<file path="src/rtl/led_pwm_fader.sv">
`default_nettype none
// ============================================================================
// Module   : led_pwm_fader
// Brief    : Three-channel RGB PWM driver whose duty ramps one step at a time
//            toward LED_IN ? BRIGHT : 0. Optional LED_PWM_FADER_ACTIVE_LOW_EN
//            inverts LED_OUT for common-anode LEDs.
// Revision : 1.0 - initial release
// ============================================================================
module led_pwm_fader #(
    parameter int PWM_BITS = 8,
    parameter int FADE_DIV = 16
) (
    input  logic                CLK,
    input  logic                RST,
    input  logic [2:0]          LED_IN,
    input  logic [PWM_BITS-1:0] BRIGHT,
    output logic [2:0]          LED_OUT,
    output logic                FADE_BUSY
);

    localparam int                 c_PRE_W    = (FADE_DIV > 1) ? $clog2(FADE_DIV) : 1;
    localparam logic [c_PRE_W-1:0] c_PRE_LAST = c_PRE_W'(FADE_DIV - 1);
`ifdef LED_PWM_FADER_ACTIVE_LOW_EN
    localparam logic [2:0]         c_OUT_INV  = 3'b111;
`else
    localparam logic [2:0]         c_OUT_INV  = 3'b000;
`endif

    logic [PWM_BITS-1:0] r_pwm_cnt;
    logic [c_PRE_W-1:0]  r_presc;
    logic [2:0]          w_differs;
    logic [2:0]          w_pwm_on;
    logic                w_period_end;
    logic                w_step;

    assign w_period_end = (r_pwm_cnt == {PWM_BITS{1'b1}});
    assign w_step       = w_period_end && (r_presc == c_PRE_LAST);

    // Duty only moves at a period end, so a PWM period never sees two duties.
    for (genvar gi = 0; gi < 3; gi++) begin : g_ch
        logic [PWM_BITS-1:0] w_target;
        logic [PWM_BITS-1:0] r_duty;

        assign w_target      = LED_IN[gi] ? BRIGHT : '0;
        assign w_differs[gi] = (r_duty != w_target);
        assign w_pwm_on[gi]  = (r_pwm_cnt < r_duty);

        always_ff @(posedge CLK) begin
            if (RST) begin
                r_duty <= '0;
            end else if (w_step) begin
                if (r_duty < w_target) begin
                    r_duty <= r_duty + PWM_BITS'(1);
                end else if (r_duty > w_target) begin
                    r_duty <= r_duty - PWM_BITS'(1);
                end
            end
        end
    end

    always_ff @(posedge CLK) begin
        if (RST) begin
            r_pwm_cnt <= '0;
            r_presc   <= '0;
            LED_OUT   <= c_OUT_INV;
            FADE_BUSY <= 1'b0;
        end else begin
            r_pwm_cnt <= r_pwm_cnt + PWM_BITS'(1);
            if (w_period_end) begin
                r_presc <= (r_presc == c_PRE_LAST) ? '0 : r_presc + c_PRE_W'(1);
            end
            LED_OUT   <= w_pwm_on ^ c_OUT_INV;
            FADE_BUSY <= |w_differs;
        end
    end

endmodule
`default_nettype wire

</file>
<file path="config.mk">
export PLATFORM = sky130hd
export DESIGN_NAME = led_pwm_fader
export DESIGN_NICKNAME = d
export VERILOG_FILES = /design/src/rtl/led_pwm_fader.sv
export SDC_FILE = /design/constraint.sdc
export NUM_CORES = 1
export LEC_CHECK = 0
export BUFFER_PORTS_ARGS = -buffer_cell sky130_fd_sc_hd__buf_2
export CELL_PAD_IN_SITES_DETAIL_PLACEMENT = 2
export CELL_PAD_IN_SITES_GLOBAL_PLACEMENT = 2
export CORE_MARGIN = 1.5
export CORE_UTILIZATION = 39
export DETAILED_ROUTE_END_ITERATION = 7
export GPL_TIMING_DRIVEN = 0
export MAX_ROUTING_LAYER = met4
export PLACE_DENSITY_LB_ADDON = 0.1
export SYNTH_ARGS = -nofsm -noshare
export SYNTH_HDL_FRONTEND = slang
export SYNTH_SLANG_ARGS = --single-unit
</file>
<file path="constraint.sdc">
create_clock -name CLK -period 4.15 [get_ports CLK]
set_clock_uncertainty 0.05 [all_clocks]
set_input_delay 0.6225 -clock CLK [delete_from_list [all_inputs] [get_ports CLK]]
set_output_delay 0.6225 -clock CLK [all_outputs]
set_load 0.01 [all_outputs]
</file>
* Yosys cells after proc, flatten, opt, wreduce, memory -nomap -nowiden
Cells that the tools add are included.
** Cells by class
- $add $sub $neg :: 8
- Order comparisons :: 9
- Equality and inequality tests :: 5
- Multiplexer cells :: 10
- Reductions and logical operators :: 8
** Operators by type and width (count)
- two-way mux 8 bit :: 9
- < comparator 8 bit :: 6
- adder 8 x 1 -> 8 bit, second input constant :: 4
- > comparator 8 bit :: 3
- inequality test 8 bit :: 3
- subtractor 8 x 1 -> 8 bit, second input constant :: 3
- equality test 8 bit, second input constant :: 1
- AND reduction 2 bit :: 3
- nonzero test 2 bit :: 3
- adder 4 x 1 -> 4 bit, second input constant :: 1
- equality test 4 bit, second input constant :: 1
- two-way mux 4 bit :: 1
- OR reduction 3 bit :: 1
- logical AND 1 bit :: 1
** Word-level totals
- Flip-flop bits (word level) :: 40
- Input bits :: 13
- Output and inout port bits :: 4
- Word-level logic and storage cells :: 47

* Depth between registers and ports, before layout
Gate-level depths: netlist of the first run.
- Depth after elaboration :: 4
- Gate-level depth with buffers :: 14
- Gate-level depth less buffers :: 13

* Worst setup path after synthesis of the first run
Ideal clock, no wire load.
- Path type :: input to register
- Start :: input port LED_IN[0]
- End :: register g_ch[0].r_duty[7]
- Setup time :: 123 ps
- Arrival time :: 3262 ps
- Required time :: 3977 ps
- Slack :: 715 ps
- Stages on the path :: 13
- Path through :: clkbuf_1 -> nand2_1 -> ha_1 -> nand2_1 -> o21a_1 -> o31ai_2 -> ha_1 -> a211oi_1 -> o211ai_1 -> nand2_1 -> nor3b_2 -> mux2i_1 -> mux2_1
** Between the ends
- Longest elaborated chain between the ends :: 4
** RTL lines
- start, declared :: RTL line 15 : input logic [2:0] LED_IN,
- two-way mux 8 bit (*) :: RTL line 44 : assign w_target = LED_IN[gi] ? BRIGHT : '0;
- < comparator 8 bit or > comparator 8 bit (tied branches) :: RTL line 52, 54
- nonzero test 2 bit (no source line)
- AND reduction 2 bit (no source line)
- end signal, assigned :: RTL line 53 : r_duty <= r_duty + PWM_BITS'(1);
- end signal, assigned :: RTL line 55 : r_duty <= r_duty - PWM_BITS'(1);
- end, declared :: RTL line 42 : logic [PWM_BITS-1:0] r_duty;
Every way passes the cells marked *; elsewhere a longest branch is shown, timed or not.
A chain may end at the register's enable or synchronous reset.

* Final worst setup path of the first run
- Start :: input port LED_IN[2]
- End :: register g_ch[2].r_duty[7]
** Between the ends
- Longest elaborated chain between the ends :: 4
** RTL lines (RTL line)
- two-way mux 8 bit (*) :: 44
- < comparator 8 bit or > comparator 8 bit (tied branches) :: 52, 54
- nonzero test 2 bit (no source line)
- AND reduction 2 bit (no source line)
- end signal, assigned :: 53
- end signal, assigned :: 55
- end, declared :: 42
Marked as above.

==> reports/qor.txt, run 1 <==
Clk pin slew, worst setup/hold paths = 0.10 ns
CTS tree = built
Initial Utilization = 40.4%
GRT Overall Usage = 22.1%
cts repair resizes = 0
initial antenna violation count = 0
Seq/Total Area, Yosys = 22.7%
outcome = complete, no violations
Hold Buf Count CTS = 0
worst hold slack = 0.485 ns
post-CTS setup buffers = 0
First DRT Iteration DRCs = 34
CP endpoint kind = flop
share of post-route cells with drive strength above 1 = 9.43%
Synth Register Bits = 40
Core Box Area = 8720 sq um
Main synth FF type = dfxtp_1
Req. time, crit path = 4.30 ns
WL per Instance = 18.1 um
clock period minus worst slack = 3.76 ns
drt pass-1 iters = 4
Overflow after GRT = 0
Die W = 98.0 um
WS Path Type = in -> reg
Power Dens Cells = 226 nW/um^2
Sequential Area = 801 sq um
cells after synthesis = 414
total number of vias = 3010
nets@finish = 515
# IOs = 17
crit share post-route = 90.7%
Worst VDD drop = 125 uV
Worst path max stage delay = 0.61 ns
Synth area leaders = ha_1 (23%), dfxtp_1 (23%), mux2i_1 (5.4%)
leakage = 1.55 nW
count of final hold-check violations = 0
total wire length = 9.85 mm
Clock Latency Late Sink = 0.31 ns
area grow syn2layout = 8.96%
most common cell in the synthesized netlist = ha_1
largest net degree at the start of global routing = 15
hpwl dp = 7.86 mm
YS warnings = 0
Max Fanout on Critical Path = 8
crit path DAT = 3.92 ns
area leader, netlist = ha_1
Tightest Pin Transition = 0.748 ns
EDFF count, synth = 0
Final GP Congestion = 0.801
RSZ-0062 raised after global routing = no
Die H = 98.0 um
root buffer cell = clkbuf_8
via-per-instance ratio = 5.54
TritonCTS Buffers = 5
Critical Path Start Type = input pin
Antenna diodes = 0
Slew Viols, Final = 0
Slowest-stage cell, CP = o31ai_2
worst hold path type = reg -> reg
# fillers = 1012
max-cap check violation count = 0
Yosys top cell area share = 23.1%
Worst slew margin = 49.8%
Mapped Nets = 495
DRC = 0
deepest clock path buffer count = 2
Routed Antenna Nets = 0
port bufs = 13
H-tree levels = 2
row count = 34
first-pass GRT wire length = 16.3 mm
setup TNS = 0 ns
Synth top cells by count = ha_1 (65), nand2_1 (50), nor2_1 (47)
Final setup violation count = 0
ys async rst share = 0%
f_max = 266 MHz
die area = 9610 sq um
syn_area_per_cell = 8.50 sq um
CP cell instances = clkbuf_1, nand2_1, ha_1, a21oi_1, o21a_1, o31ai_2, ha_1, a211oi_1, o211ai_1, nand2_1, nor3b_2, mux2i_1, mux2_1
Synth Cell Area = 3520 sq um
vias in the first global route = 3227
Synth cell types = 37
Sink Count = 40
multi-input combinational cell area = 2580 sq um
==> report_power, final <==
part           switching, mW  internal (mW)  total (mW)  leakage [nW]
Clock                  0.157          0.181       0.338        0.0548
Combinational         0.0790         0.0519       0.131          1.18
Sequential           0.00763          0.389       0.397         0.323
Total                  0.244          0.623       0.866          1.55
==> placed cells by master, fill, tap and decap left out, types with 4 or more instances in the layout <==
| cell type | Yosys | routed |
|---|---|---|
| a211oi_1 | 6 | 6 |
| a21o_1 | 9 | 9 |
| a21oi_1 | 31 | 31 |
| buf_2 | 0 | 13 |
| clkbuf_1 | 8 | 8 |
| clkbuf_8 | 0 | 5 |
| dfxtp_1 | 40 | 40 |
| ha_1 | 65 | 65 |
| inv_1 | 30 | 30 |
| mux2i_1 | 19 | 19 |
| nand2_1 | 50 | 50 |
| nand3_1 | 4 | 4 |
| nor2_1 | 47 | 47 |
| nor2b_1 | 4 | 4 |
| o211ai_1 | 9 | 9 |
| o21a_1 | 6 | 6 |
| o21ai_0 | 15 | 15 |
| xnor2_1 | 19 | 19 |
| xor2_1 | 5 | 5 |
==> per-stage QoR <==
stage	power, mW	setup WS, ns	std cells	cell area [sq um]	util (%)
6_report	0.866	0.386	543	3840	44.0
5_1_grt	0.908	0.141	543	3840	44.0
4_1_cts	0.878	0.384	543	3840	44.0
3_5_place_dp	0.536	0.0695	535	3720	42.7
3_3_place_gp	0.530	0.137	535	3720	42.7
2_1_floorplan	0.494	0.715	414	3520	-
==> area by class of cell <==
type	instances	share of cell area [%]
Multi-Input combinational cell	336	67.2
Sequential cell	40	20.9
Tap cell	108	3.52
Inverter	30	2.94
Clock buffer	5	1.79
Timing Repair Buffer	13	1.70
Clock inverter	3	1.21
Buffer	8	0.783
==> layer usage <==
metal | track usage [%] | up-vias | wire, um
li1 | - | 1496 | -
met1 | 28.0 | 1469 | 4750
met2 | 37.1 | 32 | 4760
met3 | 2.86 | 13 | 182
met4 | 5.49 | 0 | 157
met5 | - | - | 0
==> critical path, delay by kind of cell <==
kind                     cells  cell delay [ns]
AND/OR/NAND/NOR              3             0.43
buffers and inverters        1             0.27
AO/OA/AOI/OAI                5             1.42
adder cells (fa/ha/maj)      2             0.71
multiplexers                 2             0.48
==> kinds of logic after synthesis <==
kind of cell	Yosys count	synth area share, %
flops	40	22.7
mux	22	6.36
simple gates	130	18.1
xor+xnor	24	5.97
fa+ha+maj	68	24.8
compound gates	92	18.0
buf+inv	38	4.05
==> path summary, 6_finish.rpt <==
check / start / end / slack, ns / cells after the start
setup reg to reg: g_ch[0].r_duty[0] / g_ch[0].r_duty[7] / 0.65 / 13
hold / removal: r_presc[3] / r_presc[3] / 0.49 / 2
hold reg to reg: r_presc[3] / r_presc[3] / 0.49 / 2
setup / recovery: LED_IN[2] / g_ch[2].r_duty[7] / 0.39 / 13
==> registers in the layout, indices dropped and copies added, names as in the netlist <==
name         count
g_ch.r_duty     24
FADE_BUSY        1
LED_OUT          3
r_pwm_cnt        8
r_presc          4
Note: power is estimated with default switching activity, not from simulation.
==> run 2: changes to the inputs <==
==> constraint.sdc (replaced) <==
create_clock -name CLK -period 4.15 [get_ports CLK]
set_clock_uncertainty 0.05 [all_clocks]
set_input_delay 0.83 -clock CLK [delete_from_list [all_inputs] [get_ports CLK]]
set_output_delay 0.83 -clock CLK [all_outputs]
set_load 0.01 [all_outputs]
==> reports/qor.txt, run 2 (synthesized netlist as in run 1, its figures left out) <==
outcome = complete, no violations
Worst slew margin = 53.0% (+3.1 points)
Power Dens Cells = 225 nW/um^2 (-0.15%)
Tot Pwr = 0.869 mW (+0.31%)
power share of the clock group = 38.9% (-0.2 points)
CP bufs+invs = 1 (unchanged)
WS Path Type = in -> reg
Sink Count = 40 (unchanged)
# fillers = 1010 (-0.20%)
Req. time, crit path = 4.29 ns (about the same)
commonest non-fill, non-tap cell in the layout = ha_1
row count = 34 (unchanged)
Tightest Pin Transition = 0.701 ns (-0.0467 ns)
Slowest-stage cell, CP = o31ai_2
post-CTS setup buffers = 0 (unchanged)
root buffer cell = clkbuf_8
worst hold path type = reg -> reg
r2r startpoint = g_ch[1].r_duty[0]
# IOs = 17 (unchanged)
Routed Antenna Nets = 0 (unchanged)
nets@finish = 515 (unchanged)
Clk pin slew, worst setup/hold paths = 0.10 ns (about the same)
leakage = 1.56 nW (+0.14%)
DRC = 0 (unchanged)
drt pass-1 iters = 4 (unchanged)
first-pass GRT wire length = 16.3 mm (unchanged)
Critical Path Start Type = input pin
Top reg by flops = g_ch.r_duty
via-per-instance ratio = 5.56 (+0.30%)
Slew Viols, Final = 0 (unchanged)
f_max = 259 MHz (-2.4%)
worst reg2reg path depth = 13 (unchanged)
Max Fanout on Critical Path = 8 (unchanged)
delay-heaviest family, CP = compound AO/OA/AOI/OAI gates
worst r2r dst = g_ch[1].r_duty[7]
top flop regs = g_ch.r_duty (24), r_pwm_cnt (8), r_presc (4)
Clock Latency Late Sink = 0.30 ns (about the same)
most used cell, CP = nand2_1
port bufs = 13 (unchanged)
TritonCTS Buffers = 5 (unchanged)
hpwl dp = 7.86 mm (unchanged)
worst hold stages = 2 (unchanged)
Core Box Area = 8720 sq um (unchanged)
share of post-route cells with drive strength above 1 = 9.43% (unchanged)
CP endpoint kind = flop
critical path depth in cells = 13 (unchanged)
Hold Buf Count CTS = 0 (unchanged)
max-cap check violation count = 0 (unchanged)
RSZ-0062 raised after global routing = no
count of final hold-check violations = 0 (unchanged)
Die W = 98.0 um (unchanged)
clock period minus worst slack = 3.86 ns (+0.0924 ns)
GRT Overall Usage = 22.1% (unchanged)
initial antenna violation count = 0 (unchanged)
total wire length = 9.92 mm (+0.71%)
H-tree levels = 2 (unchanged)
max reg flops = 24 (unchanged)
Switching Power = 0.245 mW (+0.78%)
Worst VDD drop = 124 uV (-0.68%)
total number of vias = 3019 (+0.30%)
Overflow after GRT = 0 (unchanged)
Logic pwr share = 15.4% (+0.3 points)
reg2reg setup slack = 0.68 ns (+0.03 ns)
die area = 9610 sq um (unchanged)
switching share of power = 28.2% (+0.13 points)
PnR worst setup slack = 0.294 ns (-0.0924 ns)
CTS tree = built
highest-count cells in the layout ignoring fill and taps = ha_1 (65), nand2_1 (50), nor2_1 (47)
Hold Path Origin = r_presc[3]
P_int = 0.623 mW (+0.13%)
crit share post-route = 92.9% (+2.2 points)
crit path DAT = 3.99 ns (+0.07 ns)
area grow syn2layout = 9.45%
Worst path max stage delay = 0.58 ns (-0.03 ns)
CP cell instances = clkbuf_1, nand2_1, ha_1, nand2_1, o21a_1, o31ai_2, ha_1, a211oi_1, o211ai_1, nand2_1, nor3b_2, mux2i_1, mux2_1
deepest clock path buffer count = 2 (unchanged)
Initial Utilization = 40.4% (unchanged)
First DRT Iteration DRCs = 31 (-8.8%)
Die H = 98.0 um (unchanged)
pre-CTS setup slack = -0.138 ns (-0.208 ns)
WL per Instance = 18.3 um (+0.71%)
Flop pwr share = 45.7% (about the same)
Hold Crit Endpoint = r_presc[3]
cts repair resizes = 0 (unchanged)
Antenna diodes = 0 (unchanged)
vias in the first global route = 3227 (unchanged)
Final setup violation count = 0 (unchanged)
largest net degree at the start of global routing = 15 (unchanged)
Final GP Congestion = 0.801 (unchanged)
run 2: cell type report:
class,count,area (sq um),share of cell area (%)
multi-input cells,336,2590,67.3
flip-flops and latches,40,801,20.8
well taps,108,135,3.51
inverters,30,113,2.92
clock buffers,5,68.8,1.79
repair buffers,13,65.1,1.69
clock inverters,3,46.3,1.20
plain buffers,8,30.0,0.779
run 2: worst max path at each step:
stage | startpoint | endpoint | slack [ns]
after floorplan | LED_IN[0] | g_ch[0].r_duty[7] | 0.51
after global placement | LED_IN[2] | g_ch[2].r_duty[7] | -0.07
after detailed placement | LED_IN[2] | g_ch[2].r_duty[7] | -0.14
after CTS | LED_IN[2] | g_ch[2].r_duty[7] | 0.18
after global routing | LED_IN[1] | g_ch[1].r_duty[7] | 0.03
final | LED_IN[1] | g_ch[1].r_duty[7] | 0.29
run 2: tightest hold or removal path: stages (launching register included):
cell and delay, ns:
dfxtp_1 0.35, o21ai_0 0.08, a21oi_1 0.06
run 2: power groups by stage:
| stage | Combinational [mW] | Clock [mW] | Sequential [mW] |
|---|---|---|---|
| after CTS | 0.133 | 0.348 | 0.397 |
| after detailed placement | 0.130 | 0 | 0.407 |
| after global placement | 0.123 | 0 | 0.406 |
| after global routing | 0.150 | 0.362 | 0.398 |
| final | 0.133 | 0.338 | 0.397 |
| after floorplan | 0.0902 | 0 | 0.404 |
run 2: per-layer routing:
layer / global-route usage, % / vias to the layer above / part of all wire, %
met5: - / - / 0
met4: 5.49 / 0 / 1.6
met3: 2.86 / 13 / 1.7
met2: 37.1 / 28 / 49
met1: 28.0 / 1482 / 48
li1: - / 1496 / -
run 2: through the flow:
stage | setup TNS (ns) | cells | hold slack, ns | util [%] | cell area [sq um]
final | 0 | 543 | 0.485 | 44.2 | 3850
after global routing | 0 | 543 | 0.528 | 44.2 | 3850
after global placement | -0.0705 | 535 | 0.459 | 42.7 | 3720
after CTS | 0 | 543 | 0.494 | 44.0 | 3840
after detailed placement | -0.203 | 535 | 0.480 | 42.7 | 3720
after floorplan | 0 | 414 | 0.389 | - | 3520
